==> src/rtl/vga_timing_pkg.sv <==
// Shared 640x480@60 VGA timing constants and the phase encoding used by the sync generator.
package vga_timing_pkg;

   localparam int unsigned H_VISIBLE = 640;
   localparam int unsigned H_FRONT   = 16;
   localparam int unsigned H_SYNC    = 96;
   localparam int unsigned H_BACK    = 48;
   localparam int unsigned H_TOTAL   = H_VISIBLE + H_FRONT + H_SYNC + H_BACK;

   localparam int unsigned V_VISIBLE = 480;
   localparam int unsigned V_FRONT   = 10;
   localparam int unsigned V_SYNC    = 2;
   localparam int unsigned V_BACK    = 33;
   localparam int unsigned V_TOTAL   = V_VISIBLE + V_FRONT + V_SYNC + V_BACK;

   typedef enum logic [1:0] {
      PH_VISIBLE = 2'd0,
      PH_FRONT   = 2'd1,
      PH_SYNC    = 2'd2,
      PH_BACK    = 2'd3
   } phase_t;

endpackage

==> src/rtl/vga_sync_gen_if.sv <==
// Counter inputs and registered timing outputs of vga_sync_gen; slave is the generator side.
interface vga_sync_gen_if #(
   parameter int unsigned CNT_W   = 16,
   parameter int unsigned COORD_W = 10
);
   import vga_timing_pkg::*;

   logic [CNT_W-1:0]   HControl;
   logic [CNT_W-1:0]   VControl;
   logic               hSync;
   logic               vSync;
   logic               videoOn;
   logic [COORD_W-1:0] pixelX;
   logic [COORD_W-1:0] pixelY;
   phase_t             hPhase;
   phase_t             vPhase;
   logic               frameStart;
   logic [15:0]        frameCount;
   logic               timingErr;

   modport master (
      output HControl, VControl,
      input  hSync, vSync, videoOn, pixelX, pixelY, hPhase, vPhase,
             frameStart, frameCount, timingErr
   );

   modport slave (
      input  HControl, VControl,
      output hSync, vSync, videoOn, pixelX, pixelY, hPhase, vPhase,
             frameStart, frameCount, timingErr
   );

endinterface

==> src/rtl/vga_phase_decode.sv <==
// Combinational decode of one counter axis into its timing phase; values past the total read BACK.
module vga_phase_decode import vga_timing_pkg::*; #(
   parameter int unsigned VISIBLE = 640,
   parameter int unsigned FRONT   = 16,
   parameter int unsigned SYNC    = 96,
   parameter int unsigned BACK    = 48,
   parameter int unsigned CNT_W   = 16
) (
   input  logic [CNT_W-1:0] cnt_i,
   output phase_t           phase_o,
   output logic             in_sync_o,
   output logic             in_visible_o,
   output logic             out_of_range_o
);

   localparam logic [CNT_W-1:0] FrontStart = CNT_W'(VISIBLE);
   localparam logic [CNT_W-1:0] SyncStart  = CNT_W'(VISIBLE + FRONT);
   localparam logic [CNT_W-1:0] BackStart  = CNT_W'(VISIBLE + FRONT + SYNC);
   localparam logic [CNT_W-1:0] Total      = CNT_W'(VISIBLE + FRONT + SYNC + BACK);

   always_comb begin
      phase_o = PH_BACK;
      if (cnt_i < FrontStart) begin
         phase_o = PH_VISIBLE;
      end else if (cnt_i < SyncStart) begin
         phase_o = PH_FRONT;
      end else if (cnt_i < BackStart) begin
         phase_o = PH_SYNC;
      end
   end

   assign in_sync_o      = (phase_o == PH_SYNC);
   assign in_visible_o   = (phase_o == PH_VISIBLE);
   assign out_of_range_o = (cnt_i >= Total);

endmodule

==> src/rtl/vga_sync_gen.sv <==
// Registered VGA sync/blanking/coordinate generator with one cycle of latency.
// Optional sticky counter-sequence checker enabled by VGA_SYNC_TIMING_CHECK_EN.
module vga_sync_gen #(
   parameter int unsigned H_VISIBLE = vga_timing_pkg::H_VISIBLE,
   parameter int unsigned H_FRONT   = vga_timing_pkg::H_FRONT,
   parameter int unsigned H_SYNC    = vga_timing_pkg::H_SYNC,
   parameter int unsigned H_BACK    = vga_timing_pkg::H_BACK,
   parameter int unsigned V_VISIBLE = vga_timing_pkg::V_VISIBLE,
   parameter int unsigned V_FRONT   = vga_timing_pkg::V_FRONT,
   parameter int unsigned V_SYNC    = vga_timing_pkg::V_SYNC,
   parameter int unsigned V_BACK    = vga_timing_pkg::V_BACK,
   parameter bit          SYNC_POL  = 1'b0,
   parameter int unsigned CNT_W     = 16,
   parameter int unsigned COORD_W   = 10
) (
   input  logic         normalCLK,
   input  logic         resetN,
   vga_sync_gen_if.slave bus
);
   import vga_timing_pkg::*;

   phase_t h_phase, v_phase;
   logic   h_in_sync, h_in_vis, h_oor;
   logic   v_in_sync, v_in_vis, v_oor;

   vga_phase_decode #(
      .VISIBLE(H_VISIBLE), .FRONT(H_FRONT), .SYNC(H_SYNC), .BACK(H_BACK), .CNT_W(CNT_W)
   ) u_h_decode (
      .cnt_i(bus.HControl), .phase_o(h_phase), .in_sync_o(h_in_sync),
      .in_visible_o(h_in_vis), .out_of_range_o(h_oor)
   );

   vga_phase_decode #(
      .VISIBLE(V_VISIBLE), .FRONT(V_FRONT), .SYNC(V_SYNC), .BACK(V_BACK), .CNT_W(CNT_W)
   ) u_v_decode (
      .cnt_i(bus.VControl), .phase_o(v_phase), .in_sync_o(v_in_sync),
      .in_visible_o(v_in_vis), .out_of_range_o(v_oor)
   );

   logic               hsync_d, hsync_q, vsync_d, vsync_q;
   logic               video_on_d, video_on_q;
   logic [COORD_W-1:0] pixel_x_d, pixel_x_q, pixel_y_d, pixel_y_q;
   phase_t             h_phase_q, v_phase_q;
   logic               frame_start_d, frame_start_q;
   logic [15:0]        frame_count_d, frame_count_q;
   logic               blank;

   always_comb begin
      // Any out-of-range axis blanks the whole pixel, including both syncs.
      blank         = h_oor | v_oor;
      video_on_d    = h_in_vis & v_in_vis;
      hsync_d       = (h_in_sync & ~blank) ? SYNC_POL : ~SYNC_POL;
      vsync_d       = (v_in_sync & ~blank) ? SYNC_POL : ~SYNC_POL;
      pixel_x_d     = video_on_d ? bus.HControl[COORD_W-1:0] : '0;
      pixel_y_d     = video_on_d ? bus.VControl[COORD_W-1:0] : '0;
      frame_start_d = (bus.HControl == '0) && (bus.VControl == '0);
      frame_count_d = frame_start_d ? frame_count_q + 16'd1 : frame_count_q;
   end

   always_ff @(posedge normalCLK or negedge resetN) begin
      if (!resetN) begin
         hsync_q       <= ~SYNC_POL;
         vsync_q       <= ~SYNC_POL;
         video_on_q    <= 1'b0;
         pixel_x_q     <= '0;
         pixel_y_q     <= '0;
         h_phase_q     <= PH_VISIBLE;
         v_phase_q     <= PH_VISIBLE;
         frame_start_q <= 1'b0;
         frame_count_q <= '0;
      end else begin
         hsync_q       <= hsync_d;
         vsync_q       <= vsync_d;
         video_on_q    <= video_on_d;
         pixel_x_q     <= pixel_x_d;
         pixel_y_q     <= pixel_y_d;
         h_phase_q     <= h_phase;
         v_phase_q     <= v_phase;
         frame_start_q <= frame_start_d;
         frame_count_q <= frame_count_d;
      end
   end

   assign bus.hSync      = hsync_q;
   assign bus.vSync      = vsync_q;
   assign bus.videoOn    = video_on_q;
   assign bus.pixelX     = pixel_x_q;
   assign bus.pixelY     = pixel_y_q;
   assign bus.hPhase     = h_phase_q;
   assign bus.vPhase     = v_phase_q;
   assign bus.frameStart = frame_start_q;
   assign bus.frameCount = frame_count_q;

`ifdef VGA_SYNC_TIMING_CHECK_EN
   localparam logic [CNT_W-1:0] HLast = CNT_W'(H_VISIBLE + H_FRONT + H_SYNC + H_BACK - 1);
   localparam logic [CNT_W-1:0] VLast = CNT_W'(V_VISIBLE + V_FRONT + V_SYNC + V_BACK - 1);

   logic [CNT_W-1:0] prev_h_q, prev_v_q;
   logic             hist_valid_q;
   logic             timing_err_d, timing_err_q;
   logic             h_wrap, h_ok, v_ok;

   always_comb begin
      h_wrap = (prev_h_q == HLast);
      h_ok   = (bus.HControl == prev_h_q + 1'b1) || (h_wrap && bus.HControl == '0);
      v_ok   = h_wrap ? ((bus.VControl == prev_v_q + 1'b1) ||
                         (prev_v_q == VLast && bus.VControl == '0))
                      : (bus.VControl == prev_v_q);
      timing_err_d = timing_err_q | (hist_valid_q & (~h_ok | ~v_ok | blank));
   end

   always_ff @(posedge normalCLK or negedge resetN) begin
      if (!resetN) begin
         prev_h_q     <= '0;
         prev_v_q     <= '0;
         hist_valid_q <= 1'b0;
         timing_err_q <= 1'b0;
      end else begin
         prev_h_q     <= bus.HControl;
         prev_v_q     <= bus.VControl;
         hist_valid_q <= 1'b1;
         timing_err_q <= timing_err_d;
      end
   end

   assign bus.timingErr = timing_err_q;
`else
   assign bus.timingErr = 1'b0;
`endif

endmodule

==> src/flat_wrapper.sv <==
// flat-port wrapper written by rule: the top's interface ports become plain ports
module vga_sync_gen_flat import vga_timing_pkg::*;
#(
   parameter int unsigned H_VISIBLE = vga_timing_pkg::H_VISIBLE,
   parameter int unsigned H_FRONT   = vga_timing_pkg::H_FRONT,
   parameter int unsigned H_SYNC    = vga_timing_pkg::H_SYNC,
   parameter int unsigned H_BACK    = vga_timing_pkg::H_BACK,
   parameter int unsigned V_VISIBLE = vga_timing_pkg::V_VISIBLE,
   parameter int unsigned V_FRONT   = vga_timing_pkg::V_FRONT,
   parameter int unsigned V_SYNC    = vga_timing_pkg::V_SYNC,
   parameter int unsigned V_BACK    = vga_timing_pkg::V_BACK,
   parameter bit          SYNC_POL  = 1'b0,
   parameter int unsigned CNT_W     = 16,
   parameter int unsigned COORD_W   = 10
)
  (normalCLK, resetN, bus_HControl, bus_VControl, bus_hSync, bus_vSync, bus_videoOn, bus_pixelX, bus_pixelY, bus_hPhase, bus_vPhase, bus_frameStart, bus_frameCount, bus_timingErr);
  vga_sync_gen_if #(.CNT_W(CNT_W), .COORD_W(COORD_W)) bus_i ();
  input  logic normalCLK;
  input  logic resetN;
  input wire logic [$bits(bus_i.HControl)-1:0] bus_HControl;
  input wire logic [$bits(bus_i.VControl)-1:0] bus_VControl;
  output wire logic [$bits(bus_i.hSync)-1:0] bus_hSync;
  output wire logic [$bits(bus_i.vSync)-1:0] bus_vSync;
  output wire logic [$bits(bus_i.videoOn)-1:0] bus_videoOn;
  output wire logic [$bits(bus_i.pixelX)-1:0] bus_pixelX;
  output wire logic [$bits(bus_i.pixelY)-1:0] bus_pixelY;
  output wire logic [$bits(bus_i.hPhase)-1:0] bus_hPhase;
  output wire logic [$bits(bus_i.vPhase)-1:0] bus_vPhase;
  output wire logic [$bits(bus_i.frameStart)-1:0] bus_frameStart;
  output wire logic [$bits(bus_i.frameCount)-1:0] bus_frameCount;
  output wire logic [$bits(bus_i.timingErr)-1:0] bus_timingErr;
  assign bus_i.HControl = bus_HControl;
  assign bus_i.VControl = bus_VControl;
  assign bus_hSync = bus_i.hSync;
  assign bus_vSync = bus_i.vSync;
  assign bus_videoOn = bus_i.videoOn;
  assign bus_pixelX = bus_i.pixelX;
  assign bus_pixelY = bus_i.pixelY;
  assign bus_hPhase = bus_i.hPhase;
  assign bus_vPhase = bus_i.vPhase;
  assign bus_frameStart = bus_i.frameStart;
  assign bus_frameCount = bus_i.frameCount;
  assign bus_timingErr = bus_i.timingErr;
  vga_sync_gen #(.H_VISIBLE(H_VISIBLE), .H_FRONT(H_FRONT), .H_SYNC(H_SYNC), .H_BACK(H_BACK), .V_VISIBLE(V_VISIBLE), .V_FRONT(V_FRONT), .V_SYNC(V_SYNC), .V_BACK(V_BACK), .SYNC_POL(SYNC_POL), .CNT_W(CNT_W), .COORD_W(COORD_W)) u_core (.normalCLK(normalCLK), .resetN(resetN), .bus(bus_i));
endmodule
==> config.mk <==
export PLATFORM = sky130hd
export DESIGN_NAME = vga_sync_gen_flat
export DESIGN_NICKNAME = d
export VERILOG_FILES = /design/src/rtl/vga_timing_pkg.sv /design/src/rtl/vga_sync_gen_if.sv /design/src/rtl/vga_phase_decode.sv /design/src/rtl/vga_sync_gen.sv /design/src/flat_wrapper.sv
export SDC_FILE = /design/constraint.sdc
export NUM_CORES = 1
export LEC_CHECK = 0
export BUFFER_PORTS_ARGS = -buffer_cell sky130_fd_sc_hd__buf_4
export CAP_MARGIN = 20
export CORE_MARGIN = 10
export CORE_UTILIZATION = 30
export DETAILED_ROUTE_END_ITERATION = 16
export HOLD_SLACK_MARGIN = 0.12
export PLACE_DENSITY = 0.56
export SLEW_MARGIN = 15
export SYNTH_ARGS = -nofsm -noshare
export SYNTH_HDL_FRONTEND = slang
export SYNTH_SLANG_ARGS = --single-unit
==> constraint.sdc <==
create_clock -name normalCLK -period 2.55 [get_ports normalCLK]
set_input_delay 0.255 -clock normalCLK [delete_from_list [all_inputs] [get_ports normalCLK]]
set_output_delay 0.255 -clock normalCLK [all_outputs]
set_load 0.005 [all_outputs]
==> results of run 1 <==
-- registers in the layout (all words and copies together) (netlist names) --
| name | count |
|---|---|
| u_core.bus.hPhase | 2 |
| u_core.bus.vPhase | 2 |
| u_core.bus.hSync | 1 |
| u_core.bus.pixelY | 10 |
| u_core.bus.pixelX | 10 |
| u_core.bus.frameCount | 16 |
| u_core.bus.videoOn | 1 |
| u_core.bus.vSync | 1 |
| u_core.bus.frameStart | 1 |
-- critical path: cells and delay by family --
kind	cells	cell delay, ns
simple gates	4	1.64
buf+inv	1	0.11
-- per-stage QoR --
stage,setup WS (ns),hold slack [ns],util,power (mW)
after detailed placement,0.440,0.292,0.420,0.795
after CTS,0.750,0.162,0.443,1.38
final,0.766,0.173,0.443,1.36
after global routing,0.669,0.174,0.443,1.41
after floorplan,0.899,-0.0406,-,0.727
after global placement,0.471,0.289,0.420,0.794
-- routing by layer --
layer	wire length, um	vias to the layer above	track usage
met1	2110	667	0.118
met4	81	0	0.0470
met2	2390	40	0.164
li1	-	696	-
met3	308	5	0.0296
met5	0	-	0
-- worst max path at each step --
| stage | from | endpoint | cells after the start |
|---|---|---|---|
| finish | bus_VControl[14] | u_core.bus.pixelY[7] | 5 |
| global route | bus_VControl[14] | u_core.bus.pixelY[7] | 5 |
| CTS | bus_VControl[14] | u_core.bus.pixelY[7] | 5 |
| detailed placement | bus_VControl[14] | u_core.bus.pixelY[7] | 5 |
| global placement | bus_HControl[14] | u_core.bus.pixelY[8] | 6 |
| floorplan | bus_VControl[14] | u_core.bus.frameCount[14] | 6 |
-- cell families after synthesis --
group,synth area share
compound gates,0.0315
xor+xnor,0.0718
fa+ha+maj,0.00684
buf+inv,0.0239
flops,0.603
mux,0.00616
other cells,0.00205
simple gates,0.254
-- cell usage in the layout, fill, tap and decap left out, drive strengths merged, types with 2 or more instances in the layout --
master	netlist	layout
nor4	4	4
nand3	11	11
and2	21	21
buf	5	80
nor2	4	4
nand2	3	3
dfstp	2	2
xnor2	15	15
clkbuf	2	7
o21ai	4	4
nor3	5	5
dfrtp	42	42
and3	9	9
and4	3	3
nand4	9	9
conb	1	2
-- power by group through the flow --
| stage | logic [mW] | clock network, mW | registers, mW |
|---|---|---|---|
| 5_1_grt | 0.0908 | 0.621 | 0.699 |
| 6_report | 0.0814 | 0.580 | 0.699 |
| 3_3_place_gp | 0.0818 | 0 | 0.713 |
| 2_1_floorplan | 0.0138 | 0 | 0.713 |
| 3_5_place_dp | 0.0821 | 0 | 0.713 |
| 4_1_cts | 0.0835 | 0.602 | 0.699 |
-- final cells by class --
type                            count  area, um2  share of cell area
Timing Repair Buffer               81        611               0.233
Inverter                            1       3.75             0.00143
Clock inverter                      1       30.0              0.0114
Tap cell                           75       93.8              0.0358
Multi-Input combinational cell    102        686               0.261
Sequential cell                    44       1100               0.421
Clock buffer                        7       96.3              0.0367
==> results.yml, run 1 <==
final_layout:
  fin_cells: 311
  fin_area_um2: 2620
  n_fill_cell: 560
  drive_gt1_frac: 0.398
  antennaDiodeCount: 0
  area_growth_pct: 43.4
  nets: 270
synthesis:
  synth_ff_type: "dfrtp_1"
  synth.avg_cell_area_um2: 12.0
  synth.cell_area_um2: 1830
  synth.distinct_cells: 32
  synth_common_cells: "dfrtp_1 (42), and2_1 (21), xnor2_1 (15), nand3_1 (11)"
  yosysTopAreaCell: "dfrtp_1"
  async_reset_ff_frac: 1.00
  syn_inst: 153
  ys_ff_latch: 44
  yosys.area.top_type_share: 0.575
  synth_most_common_cell: "dfrtp_1"
  synth_area_leaders: "dfrtp_1 (57%), and2_1 (7.2%), xnor2_1 (7.2%)"
  yosysWarnings: 0
  ys_seq_area_frac: 0.603
  synth_edf_count: 0
placement:
  port_buffers: 77
  dp.cells: 302
  gp_congestion: 0.748
  hpwl_um: 3760
  place_area_um2: 2490
pwr:
  ir_worst_vdd_v: 0.000173
  pwr-share-comb: 0.060
  swShare: 0.201
  p_int_mw: 1.09
  clkPwrFrac: 0.426
  power_frac_seq: 0.514
  power.leakage_nw: 1.29
  power_switching_mw: 0.274
  powerDensity_nw_per_um2: 518
floorplanning:
  fp.dieArea_um2: 9620
  die_h_um: 98.1
  start_util: 0.309
  die_x_um: 98.1
  fp-row-count: 28
  design.core.area_um2: 5920
  io_pins: 79
global_routing:
  antenna_found_initial: 0
  grt_start_max_net_pins: 45
  grt-ovfl-total: 0
  track_usage: 0.101
  grt_pass1_wl_um: 7910
  grt_pass1_vias: 1518
detailed_routing:
  vias_per_cell: 4.53
  dr.pass1.iters: 4
  drt_wl_total_um: 4890
  antenna_left: 0
  vias: 1408
  drc: 0
  wl_per_cell_um: 15.7
  drt_iter0_markers: 54
min_path:
  hold_start: "bus_HControl[1]"
  whs_endpoint: "u_core.bus.pixelX[1]"
  hold_path_depth: 2
  hp-class: "input port to flip-flop"
setup_path:
  cp_max_fo: 20
  arrival_ns: 2.02
  r2r_setup_slack_ns: 0.97
  critPathSlowestCell: "and4_1"
  crit_type: "input port to flip-flop"
  reg2reg_from: "u_core.bus.frameCount[2]"
  critPathRequiredTime_ns: 2.78
  reg2regPathDepth: 5
  slowest_delay_ns: 0.61
  r2r_end: "u_core.bus.frameCount[11]"
  endpoint_kind: "flip-flop"
  worstPathCellList: "buf_4 -> or4_4 -> nor4_4 -> and4_1 -> and2_1"
  crit_path_start_kind: "input port"
cts:
  htree_num_levels: 2
  cts_hold_buf: 1
  cts_setup_buffers: 0
  cts_tree: "done"
  clock_path_buffers: 2
  cts_resized: 0
  clock_sinks: 44
  insertion_delay_ns: 0.29
  cts_root_buffer: "clkbuf_8"
  clk_pin_slew_ns: 0.09
  cts_buffers: 5
sta:
  fin_crit_ns: 1.78
  setup_viol: 0
  tns_ns: 0
  rsz0062_at_grt: "no"
  hold_violations: 0
  final-max-slew-violation-count: 0
  tightest_slew_ns: 0.553
  slew_headroom: 0.631
  period_share: 0.700
  fin_worst_skew_ns: 0.00663
  fmax_mhz: 561
job:
  cap_violations: 0
outcome:
  outcome: "completed"
(Power assumes the default switching activity.)
==> run 2, diff against run 1 <==
Clock period 2.55 ns to 1.85 ns, I/O delays scaled along.
==> run 2 against run 1 <==
  * First-iteration DRC count down 3.7%
  * Clock power up 35%
  * Sequential share of layout area down 2.6 points
  * Global-route usage up 0.28 points
  * Non-clock buffer count up 15
  * Flip-flop and latch count unchanged
  * Clock skew up 0.00091 ns
  * Hold slack worse by 0.043 ns
  * Cell count up 4.8%
  * Die area unchanged
  * Critical endpoint is now u_core.bus.frameCount[1]
  * Largest cell class unchanged
==> results.yml, run 2 (synthesis gave the netlist of run 1 again) <==
cts:
  cts_setup_buffers: 0
  clock_sinks: 44
  cts_tree: "done"
  clock_path_buffers: 2
  insertion_delay_ns: 0.29
  clk_pin_slew_ns: 0.08
  htree_num_levels: 2
  cts_buffers: 5
  cts_root_buffer: "clkbuf_8"
floorplanning:
  die_h_um: 98.1
  start_util: 0.309
  die_x_um: 98.1
  design.core.area_um2: 5920
  fp.dieArea_um2: 9620
  fp-row-count: 28
  io_pins: 79
pwr:
  pwr-share-comb: 0.072
  p_int_mw: 1.51
  powerDensity_nw_per_um2: 672
  clkPwrFrac: 0.416
  power.leakage_nw: 1.37
  swShare: 0.195
  power_switching_mw: 0.367
  power_frac_seq: 0.513
  ir_worst_vdd_v: 0.000274
outcome:
  outcome: "completed"
sta:
  fmax_mhz: 574
  tns_ns: 0
  rsz0062_at_grt: "no"
  period_share: 0.942
  tightest_slew_ns: 0.561
  hold_violations: 0
  slew_headroom: 0.626
  final-max-slew-violation-count: 0
  fin_crit_ns: 1.74
  fin_worst_skew_ns: 0.00753
  setup_viol: 0
final_layout:
  layout_common_cells: "buf_4 (83), dfrtp_1 (42), and2_1 (21), xnor2_1 (15), nand3_1 (11)"
  area_growth_pct: 52.8
  n_fill_cell: 568
  final_common_cell: "buf_4"
  drive_gt1_frac: 0.410
  nets: 285
  largest_reg_flops: 16
  final_core_util: 0.472
  antennaDiodeCount: 0
setup_path:
  endpoint_kind: "flip-flop"
  cp_max_fo: 8
  slowest_delay_ns: 0.54
  critPathSlowestCell: "dlygate4sd3_1"
  worstPathCellList: "dlygate4sd3_1 -> buf_4 -> nor3_1 -> nand4_1 -> nor3_2 -> buf_6 -> nand2_2 -> mux2_2"
  critPathRequiredTime_ns: 2.03
  crit_type: "input port to flip-flop"
  crit_path_start_kind: "input port"
  arrival_ns: 1.92
detailed_routing:
  dr.pass1.iters: 4
  drt_wl_total_um: 5110
  antenna_left: 0
  vias_per_cell: 4.56
  wl_per_cell_um: 15.7
  drt_iter0_markers: 52
  drc: 0
  vias: 1485
global_routing:
  track_usage: 0.103
  grt_pass1_vias: 1545
  grt-ovfl-total: 0
  grt_pass1_wl_um: 8090
  antenna_found_initial: 0
  grt_start_max_net_pins: 45
placement:
  gp_congestion: 0.749
  port_buffers: 77
  hpwl_um: 3810
job:
  cap_violations: 0
min_path:
  hp-class: "input port to flip-flop"
[run 2: repair_timing]
item                                   4_1_cts  5_1_grt
gates resized for setup                      0        5
setup endpoints to repair                    0       10
endpoints found under the hold margin       51        0
hold buffers                                10        0
[run 2: routing by layer]
metal	part of all wire	up-vias	GRT usage
met1	0.41	702	0.120
met2	0.50	49	0.170
met4	0.020	0	0.0391
met5	0	-	0
li1	-	727	-
met3	0.077	7	0.0374
[run 2: final timing paths]
kind / endpoint / depth (start not counted) / startpoint / slack [ns]
min in group asynchronous: u_core.bus.pixelX[4] / 2 / resetN / 0.42
hold reg to reg: u_core.bus.frameCount[15] / 1 / u_core.bus.frameCount[15] / 0.48
max in group asynchronous: u_core.bus.vPhase[1] / 2 / resetN / 1.03
hold / removal: u_core.bus.pixelY[4] / 2 / bus_VControl[4] / 0.13
setup / recovery: u_core.bus.frameCount[1] / 8 / bus_HControl[3] / 0.11
setup reg to reg: u_core.bus.frameCount[11] / 5 / u_core.bus.frameCount[2] / 0.26
[run 2: power groups by stage]
stage | combinational, mW | sequential [mW] | clock [mW]
3_3_place_gp | 0.114 | 0.982 | 0
4_1_cts | 0.132 | 0.963 | 0.816
6_report | 0.135 | 0.963 | 0.781
2_1_floorplan | 0.0190 | 0.983 | 0
3_5_place_dp | 0.115 | 0.982 | 0
5_1_grt | 0.149 | 0.963 | 0.854
[run 2: final cells by class]
class | count | area [um2] | share of cell area
Tap cell | 75 | 93.8 | 0.0336
Multi-Input combinational cell | 102 | 708 | 0.253
Clock buffer | 7 | 96.3 | 0.0345
Clock inverter | 1 | 30.0 | 0.0107
Sequential cell | 44 | 1100 | 0.395
Inverter | 1 | 3.75 | 0.00134
Timing Repair Buffer | 96 | 759 | 0.272
[run 2: metrics by stage]
step	instances	cell area (um2)	setup WS [ns]	power, mW	hold slack (ns)
final	326	2800	0.107	1.88	0.131
after floorplan	154	1830	0.269	1.00	-0.111
after CTS	325	2760	0.0295	1.91	0.121
after global placement	307	2540	0.0139	1.10	0.218
after detailed placement	307	2540	-0.00555	1.10	0.219
after global routing	326	2800	0.0116	1.97	0.124
[run 2: critical path, delay by kind of cell]
| kind | cells | cell delay (ns) |
|---|---|---|
| buf+inv | 3 | 0.84 |
| simple gates | 4 | 0.63 |
| mux | 1 | 0.26 |
==> run 3, diff against run 2 <==
Settings changed: BUFFER_PORTS_ARGS -buffer_cell sky130_fd_sc_hd__buf_4 to -buffer_cell sky130_fd_sc_hd__clkbuf_2.
==> run 3 against run 2 <==
  * Hold slack better by 0.0021 ns
  * Combinational power is 19% lower
  * Routed wire length shrank 1.2%
  * Sequential power about the same
  * Register-to-register slack worse by 0.02 ns
  * Clock skew grew 0.00054 ns
  * Non-clock buffer count fell by 6
  * Critical path depth is the same
  * Cell count decreased by 1.8%
  * Sequential share of layout area up 3.7 points
  * Flip-flop and latch count is the same
  * Cell area fell by 8.5%
  * Critical endpoint unchanged
  * Largest cell class unchanged
==> results.yml, run 3 (synthesis gave the netlist of run 1 again) <==
global_routing:
  grt_pass1_wl_um: 8340
  grt-ovfl-total: 0
  track_usage: 0.105
  grt_pass1_vias: 1582
  antenna_found_initial: 0
  grt_start_max_net_pins: 24
final_layout:
  nets: 279
  drive_gt1_frac: 0.412
  antennaDiodeCount: 0
  largest_reg_flops: 16
  n_fill_cell: 568
  regArea_um2: 1100
  area_growth_pct: 39.8
  layout_common_cells: "clkbuf_2 (76), dfrtp_1 (42), and2_1 (21), xnor2_1 (15), nand3_1 (11)"
  final_common_cell: "clkbuf_2"
  multi_input_area_um2: 706
setup_path:
  endpoint_kind: "flip-flop"
  crit_path_start_kind: "input port"
  critPathRequiredTime_ns: 2.03
  r2r_setup_slack_ns: 0.24
  arrival_ns: 1.90
  crit_type: "input port to flip-flop"
  cp_max_fo: 5
cts:
  insertion_delay_ns: 0.29
  htree_num_levels: 2
  clock_path_buffers: 2
  cts_buffers: 5
  cts_root_buffer: "clkbuf_8"
  clk_pin_slew_ns: 0.09
  cts_tree: "done"
  clock_sinks: 44
placement:
  gp_congestion: 0.793
  hpwl_um: 3810
  dpl_worst_slack_ns: 0.0238
  port_buffers: 77
detailed_routing:
  drt_wl_total_um: 5040
  drc: 0
  vias_per_cell: 4.65
  vias: 1487
  dr.pass1.iters: 4
  antenna_left: 0
  drt_iter0_markers: 58
  wl_per_cell_um: 15.8
floorplanning:
  fp-row-count: 28
  fp.dieArea_um2: 9620
  start_util: 0.309
  die_x_um: 98.1
  die_h_um: 98.1
  design.core.area_um2: 5920
  io_pins: 79
sta:
  slew_headroom: 0.592
  tightest_slew_ns: 0.613
  fin_crit_ns: 1.72
  final-max-slew-violation-count: 0
  period_share: 0.929
  rsz0062_at_grt: "no"
  fmax_mhz: 582
  fin_worst_skew_ns: 0.00807
  hold_violations: 0
  tns_ns: 0
  fin_ws_ns: 0.131
  setup_viol: 0
pwr:
  powerDensity_nw_per_um2: 732
  power.leakage_nw: 1.29
  ir_worst_vdd_v: 0.000282
outcome:
  outcome: "completed"
min_path:
  hp-class: "input port to flip-flop"
job:
  cap_violations: 0
[run 3: cell types whose count changed in the layout (fill, tap and decap cells not counted), sizes merged]
| cell | previous run | this run |
|---|---|---|
| buf | 86 | 9 |
| clkbuf | 7 | 83 |
| dlygate4sd3 | 10 | 5 |
[run 3: layout make-up]
type                            instances  area share
Sequential cell                        44       0.432
Multi-Input combinational cell        102       0.276
Timing Repair Buffer                   90       0.205
Clock buffer                            7      0.0377
Tap cell                               75      0.0367
Clock inverter                          1      0.0117
Inverter                                1     0.00147
[run 3: layer usage]
layer	vias up	GRT usage	share of wire
li1	715	-	-
met1	715	0.131	0.43
met2	48	0.168	0.49
met3	9	0.0296	0.059
met4	0	0.0436	0.018
met5	-	0	0
[run 3: stage by stage]
step	total power [mW]	instances	area [um2]	utilization	hold WS, ns
2_1_floorplan	1.00	154	1830	-	-0.111
5_1_grt	1.95	320	2560	0.432	0.130
3_3_place_gp	1.08	306	2350	0.397	0.219
6_report	1.87	320	2560	0.432	0.133
4_1_cts	1.89	319	2530	0.427	0.126
3_5_place_dp	1.08	306	2350	0.397	0.226
[run 3: timing repair]
| item | in CTS | in global routing |
|---|---|---|
| setup buffers | 0 | 1 |
| hold endpoints to repair | 26 | 0 |
| hold buffers | 5 | 0 |
| endpoints found under the setup margin | 0 | 10 |
| gates resized for setup | 0 | 4 |
[run 3: final timing paths]
check                      depth (start not counted)                        end                      start
min in group asynchronous                          2       u_core.bus.pixelX[4]                     resetN
min reg2reg                                        1  u_core.bus.frameCount[15]  u_core.bus.frameCount[15]
max                                                8   u_core.bus.frameCount[1]            bus_HControl[3]
max reg2reg                                        5  u_core.bus.frameCount[12]   u_core.bus.frameCount[2]
min                                                2       u_core.bus.pixelX[4]            bus_HControl[4]
max in group asynchronous                          3           u_core.bus.vSync                     resetN
[run 3: power by group]
| part | switching, mW | internal, mW | total [mW] |
|---|---|---|---|
| clock | 0.322 | 0.477 | 0.798 |
| combinational | 0.0612 | 0.0482 | 0.109 |
| sequential | 0.000463 | 0.963 | 0.963 |
[run 3: critical path: stages]
cell and delay [ns]:
dlygate4sd3_1 0.55, clkbuf_2 0.13, nor3_2 0.16, nand4_1 0.13
nor3_2 0.20, buf_6 0.15, nand2_1 0.10, mux2_2 0.28
